===== src/rtl/boot_rom_pkg.sv =====
// Shared definitions for the boot ROM arbiter.
//   ROM_DEPTH / ROM_AW : default ROM geometry (valid words, word-address width)
//   port_e             : requester identity (instruction fetch or data/debug)
//   resp_t             : response pipeline slot (valid, owner, err)
//   resp_state_e       : response pipeline FSM states
package boot_rom_pkg;

  localparam int ROM_DEPTH = 548;
  localparam int ROM_AW    = 10;

  typedef enum logic {
    PORT_INSTR = 1'b0,
    PORT_DATA  = 1'b1
  } port_e;

  typedef struct packed {
    logic  valid;
    port_e owner;
    logic  err;
  } resp_t;

  typedef enum logic {
    ST_IDLE = 1'b0,
    ST_RESP = 1'b1
  } resp_state_e;

endpackage


===== src/rtl/rr_arb2.sv =====
// Two-way round-robin arbiter with combinational grant.
//   clk, rst_n    : clock, asynchronous active-low reset
//   i_req_instr   : request from the instruction port
//   i_req_data    : request from the data port
//   o_gnt_instr   : grant to the instruction port (same cycle as request)
//   o_gnt_data    : grant to the data port (same cycle as request)
// On a tie the port that did not win the most recent grant wins. The
// history resets to DATA so the instruction port wins the first tie.
module rr_arb2
  import boot_rom_pkg::*;
(
  input  logic clk,
  input  logic rst_n,
  input  logic i_req_instr,
  input  logic i_req_data,
  output logic o_gnt_instr,
  output logic o_gnt_data
);

  port_e r_last_grant;
  logic  w_prefer_instr;

  assign w_prefer_instr = (r_last_grant == PORT_DATA);
  assign o_gnt_instr    = i_req_instr & (~i_req_data | w_prefer_instr);
  assign o_gnt_data     = i_req_data  & (~i_req_instr | ~w_prefer_instr);

  // NOTE: sequential state uses non-blocking assignments so every flop
  // samples the pre-edge values regardless of process ordering.
  always_ff @(posedge clk or negedge rst_n) begin
    if (!rst_n) begin
      r_last_grant <= PORT_DATA;
    end else if (o_gnt_instr) begin
      r_last_grant <= PORT_INSTR;
    end else if (o_gnt_data) begin
      r_last_grant <= PORT_DATA;
    end
  end

endmodule


===== src/rtl/boot_rom_arbiter.sv =====
// Shares a single-port, registered-address boot ROM between the core
// instruction-fetch port and the data/debug port.
//   CLK, RSTN              : clock, asynchronous active-low reset
//   instr_req_i/addr_i     : instruction fetch request, byte address
//   instr_gnt_o            : request accepted this cycle
//   instr_rvalid/rdata/err : response one cycle after the grant
//   data_req_i/addr_i/we_i : data/debug request; writes are always errors
//   data_gnt_o             : request accepted this cycle
//   data_rvalid/rdata/err  : response one cycle after the grant
//   rom_csn_o, rom_addr_o  : ROM chip select (active low) and word address
//   rom_rdata_i            : ROM data, valid the cycle after CSN was low
// Out-of-range reads and writes never touch the ROM; they return err with
// zero data. Address bits above the word index are ignored.
module boot_rom_arbiter
  import boot_rom_pkg::port_e, boot_rom_pkg::PORT_INSTR, boot_rom_pkg::PORT_DATA,
         boot_rom_pkg::resp_t, boot_rom_pkg::resp_state_e,
         boot_rom_pkg::ST_IDLE, boot_rom_pkg::ST_RESP;
#(
  parameter int ROM_DEPTH = boot_rom_pkg::ROM_DEPTH,
  parameter int ROM_AW    = boot_rom_pkg::ROM_AW,
  parameter int DATA_W    = 32
) (
  input  logic              CLK,
  input  logic              RSTN,
  input  logic              instr_req_i,
  input  logic [31:0]       instr_addr_i,
  output logic              instr_gnt_o,
  output logic              instr_rvalid_o,
  output logic [DATA_W-1:0] instr_rdata_o,
  output logic              instr_err_o,
  input  logic              data_req_i,
  input  logic [31:0]       data_addr_i,
  input  logic              data_we_i,
  output logic              data_gnt_o,
  output logic              data_rvalid_o,
  output logic [DATA_W-1:0] data_rdata_o,
  output logic              data_err_o,
  output logic              rom_csn_o,
  output logic [ROM_AW-1:0] rom_addr_o,
  input  logic [DATA_W-1:0] rom_rdata_i
);

  logic              w_gnt_instr;
  logic              w_gnt_data;
  logic              w_any_gnt;
  port_e             w_gnt_owner;
  logic [ROM_AW-1:0] w_idx;
  logic              w_err;
  logic              w_rom_en;

  resp_state_e r_state;
  resp_state_e w_state_nxt;
  port_e       r_owner;
  logic        r_err;
  resp_t       w_resp;

  // Only the word index is decoded; the rest belongs to the interconnect.
  logic w_unused_addr;
  assign w_unused_addr = ^{instr_addr_i[31:ROM_AW+2], instr_addr_i[1:0],
                           data_addr_i[31:ROM_AW+2], data_addr_i[1:0]};

  rr_arb2 u_arb (
    .clk         (CLK),
    .rst_n       (RSTN),
    .i_req_instr (instr_req_i),
    .i_req_data  (data_req_i),
    .o_gnt_instr (w_gnt_instr),
    .o_gnt_data  (w_gnt_data)
  );

  assign instr_gnt_o = w_gnt_instr;
  assign data_gnt_o  = w_gnt_data;

  // Classify the granted access in the request cycle.
  // NOTE: every variable written in always_comb gets a value before any
  // branch, so no path can leave it unassigned and infer a latch.
  always_comb begin
    w_any_gnt   = w_gnt_instr | w_gnt_data;
    w_gnt_owner = w_gnt_data ? PORT_DATA : PORT_INSTR;
    w_idx       = w_gnt_data ? data_addr_i[ROM_AW+1:2] : instr_addr_i[ROM_AW+1:2];
    w_err       = (w_gnt_data & data_we_i) | (32'(w_idx) >= ROM_DEPTH);
    w_rom_en    = w_any_gnt & ~w_err;
  end

  assign rom_csn_o  = ~w_rom_en;
  assign rom_addr_o = w_rom_en ? w_idx : '0;

  // Response pipeline: RESP means a response is due in the current cycle.
  always_comb begin
    w_state_nxt = r_state;
    case (r_state)
      ST_IDLE: if (w_any_gnt)  w_state_nxt = ST_RESP;
      ST_RESP: if (!w_any_gnt) w_state_nxt = ST_IDLE;
      default: w_state_nxt = ST_IDLE;
    endcase
  end

  always_ff @(posedge CLK or negedge RSTN) begin
    if (!RSTN) begin
      r_state <= ST_IDLE;
      r_owner <= PORT_INSTR;
      r_err   <= 1'b0;
    end else begin
      r_state <= w_state_nxt;
      if (w_any_gnt) begin
        r_owner <= w_gnt_owner;
        r_err   <= w_err;
      end
    end
  end

  always_comb begin
    w_resp.valid = (r_state == ST_RESP);
    w_resp.owner = r_owner;
    w_resp.err   = r_err;
  end

  // Data is forced to zero unless the response is a successful read.
  always_comb begin
    instr_rvalid_o = w_resp.valid & (w_resp.owner == PORT_INSTR);
    data_rvalid_o  = w_resp.valid & (w_resp.owner == PORT_DATA);
    instr_err_o    = instr_rvalid_o & w_resp.err;
    data_err_o     = data_rvalid_o & w_resp.err;
    instr_rdata_o  = (instr_rvalid_o & ~w_resp.err) ? rom_rdata_i : '0;
    data_rdata_o   = (data_rvalid_o & ~w_resp.err) ? rom_rdata_i : '0;
  end

endmodule


===== config.mk =====
export PLATFORM = sky130hd
export DESIGN_NAME = boot_rom_arbiter
export DESIGN_NICKNAME = d
export VERILOG_FILES = /design/src/rtl/boot_rom_pkg.sv /design/src/rtl/rr_arb2.sv /design/src/rtl/boot_rom_arbiter.sv
export SDC_FILE = /design/constraint.sdc
export NUM_CORES = 1
export LEC_CHECK = 0
export BUFFER_PORTS_ARGS = -buffer_cell sky130_fd_sc_hd__buf_2
export CAP_MARGIN = 20
export CORE_AREA = 2 2 70 72
export DETAILED_ROUTE_END_ITERATION = 6
export DIE_AREA = 0 0 72 74
export GPL_TIMING_DRIVEN = 0
export PLACE_DENSITY_LB_ADDON = 0.3
export SLEW_MARGIN = 25
export SYNTH_ARGS = -nofsm -noshare
export SYNTH_HDL_FRONTEND = slang
export SYNTH_SLANG_ARGS = --single-unit

===== constraint.sdc =====
create_clock -name CLK -period 3.3 [get_ports CLK]
set_input_delay 0.66 -clock CLK [delete_from_list [all_inputs] [get_ports CLK]]
set_output_delay 0.66 -clock CLK [all_outputs]
set_load 0.02 [all_outputs]

Word-level counts from Yosys, hierarchy flattened
Cells that the tools add are included.
{"block": "totals", "register_bits": 4, "latch_bits": 0, "ram_bits": 0, "rom_bits": 0, "input_bits": 101, "out_inout_bits": 81, "elab_cells": 35, "n_memories": 0}
{"block": "op_classes", "add_sub_neg": 0, "n_mul": 0, "div_mod_pow": 0, "magnitude_cmp": 1, "eq_ne": 0, "shift": 0, "muxes": 8, "n_bitwise": 21, "n_reduce_logical": 1}
{"op": "32-bit two-way mux", "n": 2}
{"op": "10-bit two-way mux", "n": 2}
{"op": "1-bit bitwise AND", "n": 10}
{"op": "10-bit >= comparator (second input constant)", "n": 1}
{"op": "1-bit NOT", "n": 7}
{"op": "1-bit two-way mux", "n": 4}
{"op": "1-bit OR", "n": 4}
{"op": "2-bit nonzero test", "n": 1}

Depth between registers and ports, before layout
{"block": "depth", "word_depth": 9, "mapped_depth": 5, "mapped_depth_nobuf": 4}

Modules after synthesis
From an unflattened synthesis, not the netlist that was laid out.
{"block": "unflattened", "cells_unflattened": 128, "hier_area_um2": 996.0}
{"module": "boot_rom_arbiter", "n_inst": 1, "cells_per_inst": 122, "area_per_inst_um2": 942.2, "seq_area_each_um2": 75.1}
{"module": "rr_arb2", "n_inst": 1, "cells_per_inst": 6, "area_per_inst_um2": 53.8, "seq_area_each_um2": 26.3}

Worst setup path after synthesis
No wires, ideal clock.
{"block": "synth_path", "path_kind": "input to output", "startpoint": "input instr_addr_i[10]", "endpoint": "output rom_addr_o[0]", "arrival_time_ps": 1895, "required_time_ps": 2640, "slack_ps": 745, "stages": 5, "n_path_buf": 1, "path_cell_list": "or3_1 nor3_1 o32ai_2 buf_6 nor2_1"}
{"block": "synth_between", "elab_chain_cells": 6}
{"item": "from (decl)", "line": "boot_rom_arbiter.sv:26", "rtl": "input logic [31:0] instr_addr_i,"}
{"item": "10-bit two-way mux", "line": "boot_rom_arbiter.sv:80", "rtl": "w_idx = w_gnt_data ? data_addr_i[ROM_AW+1:2] : instr_addr_i[ROM_AW+1:2];"}
{"item": "10-bit >= comparator", "line": "boot_rom_arbiter.sv:81", "rtl": "w_err = (w_gnt_data & data_we_i) | (32'(w_idx) >= ROM_DEPTH);"}
{"item": "1-bit OR", "line": "boot_rom_arbiter.sv:81"}
{"item": "1-bit NOT", "line": "boot_rom_arbiter.sv:82", "rtl": "w_rom_en = w_any_gnt & ~w_err;"}
{"item": "1-bit bitwise AND", "line": "boot_rom_arbiter.sv:82"}
{"item": "10-bit two-way mux", "line": "boot_rom_arbiter.sv:86", "rtl": "assign rom_addr_o = w_rom_en ? w_idx : '0;"}
{"item": "to (decl)", "line": "boot_rom_arbiter.sv:39", "rtl": "output logic [ROM_AW-1:0] rom_addr_o,"}
No other way between the ends.

Worst setup path in the final report
{"block": "layout_path", "startpoint": "input instr_addr_i[10]", "endpoint": "output rom_addr_o[4]"}
The elaborated chain is that of the path after synthesis.

==> flow_summary.yaml <==
clock_network:
  cts_resized: 0
  cts.sinks: 4
  numCtsBuffers: 3
  clock_path_buffers: 2
  htree_levels: 1
  cts_tree: "done"
  clkTransAtPathRegs_ps: 30
  cts_root_buf: "clkbuf_8"
  cts_setup_buffers: 0
  insertion_delay_ps: 220
  hold_buffers: 0
drt:
  wl_mm: 3.13
  vias: 1285
  first_pass_iters: 3
  ant_nets: 0
  wire_per_inst_um: 9.91
  drc: 0
  via_per_inst: 4.07
  drt_iter0_drc: 15
die:
  dieArea_um2: 5330
  die_height_um: 74
  initial_core_util: 0.184
  core_um2: 4600
  ioPinCount: 182
  std_cell_rows: 25
  die_x_um: 72
power:
  p_leak_nw: 1.05
  p_per_area_nw_per_um2: 265
  ir_worst_vdd_v: 0.000105
sta:
  rsz0062_at_grt: "false"
  setup_ws_ps: 561
  fmax_ghz: 0.365
  setup_viol: 0
  drv_slew: 0
  setup_tns_ps: 0
  finalClockSkew_ps: 3.16
  hold_viol: 0
  slew_headroom: 0.769
  period_share: 0.830
  period_needed_ps: 2740
  tightest_slew_ps: 344
global_route:
  grt_pass1_wl_mm: 4.46
  grt_start_max_net_pins: 11
  antenna_found_initial: 0
  grt_usage: 0.103
  grt_pass1_vias: 1027
  grt.overflow.total: 0
setup_path:
  start_kind: "input port"
  cpPeakStageDelay_ps: 370
  crit_required_ps: 2640
  crit_type: "in2out"
  path_cells: "buf_2 > or3_1 > nor3_1 > o32ai_2 > buf_6 > nor2_1 > buf_2"
  cp_max_fo: 10
  slowest_stage: "or3_1"
  crit_top_cell: "buf_2"
  worst-r2r-cell-count: 4
  worstPathArrival_ps: 2080
  worst_setup_path_end_kind: "output port"
final_layout:
  syn2layout_area_growth_pct: 94.2
  final_cell_mix: "buf_2 (138), and2_1 (66), nor2_1 (11), mux2i_1 (10), clkbuf_1 (7)"
  fillers: 502
  drive_gt1_frac: 0.557
  layout_commonest_cell: "buf_2"
  nNetsFinal: 364
  diodes: 0
placed_design:
  dp_slack_ps: 528
  globalplace.congestion: 0.779
  port_buffers: 137
  hpwl_mm: 2.85
worst_hold_path:
  hold_class: "in2async"
outcome:
  status: "completed"
synthesis:
  netlist_area_um2: 847
  ys_ff_latch: 4
  ys_seq_area_frac: 0.120
  netlist_instances: 121
  yosys_warnings: 0
  syn_nets: 222
  synth_cell_type_count: 23
  syn_avg_cell_area_um2: 7.00
job:
  maxCapViolCount: 0
-- worst max-delay path: cells and delay by family --
| kind | cells | cell delay, ps |
|---|---|---|
| AO/OA/AOI/OAI | 1 | 170 |
| buffers and inverters | 3 | 440 |
| AND/OR/NAND/NOR | 3 | 810 |
-- power breakdown --
group	internal, W	switching [W]	leakage (nW)
Combinational	0.000109	0.000156	0.989
Clock	0.0000825	0.0000255	0.0228
Sequential	0.0000563	0.00000561	0.0429
-- layout make-up --
cell class	instances	area, um2	share of cell area
inverter	2	7.51	0.00456
tap	54	67.6	0.0411
timing repair buffer	137	686	0.417
buffer	8	38.8	0.0236
clock buffer	4	45.0	0.0274
sequential	4	101	0.0616
multi-input combinational	107	699	0.425
-- sequential cells by signal (all words and copies together) (netlist names) --
name / count
r_state: 1
r_err: 1
r_owner: 1
u_arb.r_last_grant: 1
-- synth_stat cells --
master     n  area share
clkbuf_1   6       0.027
buf_2      1      0.0059
dfstp_2    1       0.031
o31a_1     1       0.010
nand2_1    1      0.0044
or3_1      1      0.0074
a21o_1     1      0.0089
and2_1    66        0.49
o21ai_0    1      0.0059
or2_2      1      0.0074
o32ai_2    1       0.019
a21boi_4   1       0.022
nor2_1    11       0.049
nor2b_1    4       0.030
inv_1      2      0.0089
o31ai_1    1      0.0089
nor3_1     3       0.018
and3_1     2       0.015
a21oi_1    1      0.0059
mux2i_1   10        0.12
dfrtp_1    3       0.089
o21a_1     1      0.0089
buf_6      1       0.013
-- routing by layer --
layer,vias up,GRT usage,share of wire
li1,666,-,-
met1,529,0.111,0.38
met2,90,0.203,0.51
met3,0,0.0257,0.11
met4,0,0.0252,0
met5,-,0,0
-- final timing paths --
path,to,slack (ps),startpoint
setup / recovery,rom_addr_o[4],560,instr_addr_i[10]
hold / removal,r_err,240,RSTN
setup reg to reg,r_err,1910,u_arb.r_last_grant
hold reg to reg,r_owner,530,r_owner
max in group asynchronous,u_arb.r_last_grant,2850,RSTN
min in group CLK,r_owner,530,r_owner
-- kinds of logic after synthesis --
kind of cell / count (synthesis) / synth area share
and+or+nand+nor: 89 / 0.617
buffers and inverters: 10 / 0.0546
muxes: 10 / 0.118
AOI/OAI and AO/OA: 8 / 0.0901
DFF: 4 / 0.120
-- stage by stage --
stage	total power, W	utilization	instances	hold WS (ps)	cell area (um2)
floorplan	0.000224	-	121	364	847
global route	0.000472	0.358	316	235	1650
detailed placement	0.000331	0.348	312	472	1600
finish	0.000435	0.358	316	242	1650
global placement	0.000331	0.348	312	469	1600
CTS	0.000444	0.358	316	240	1650
No activity file was read; power rests on OpenSTA's default activity.
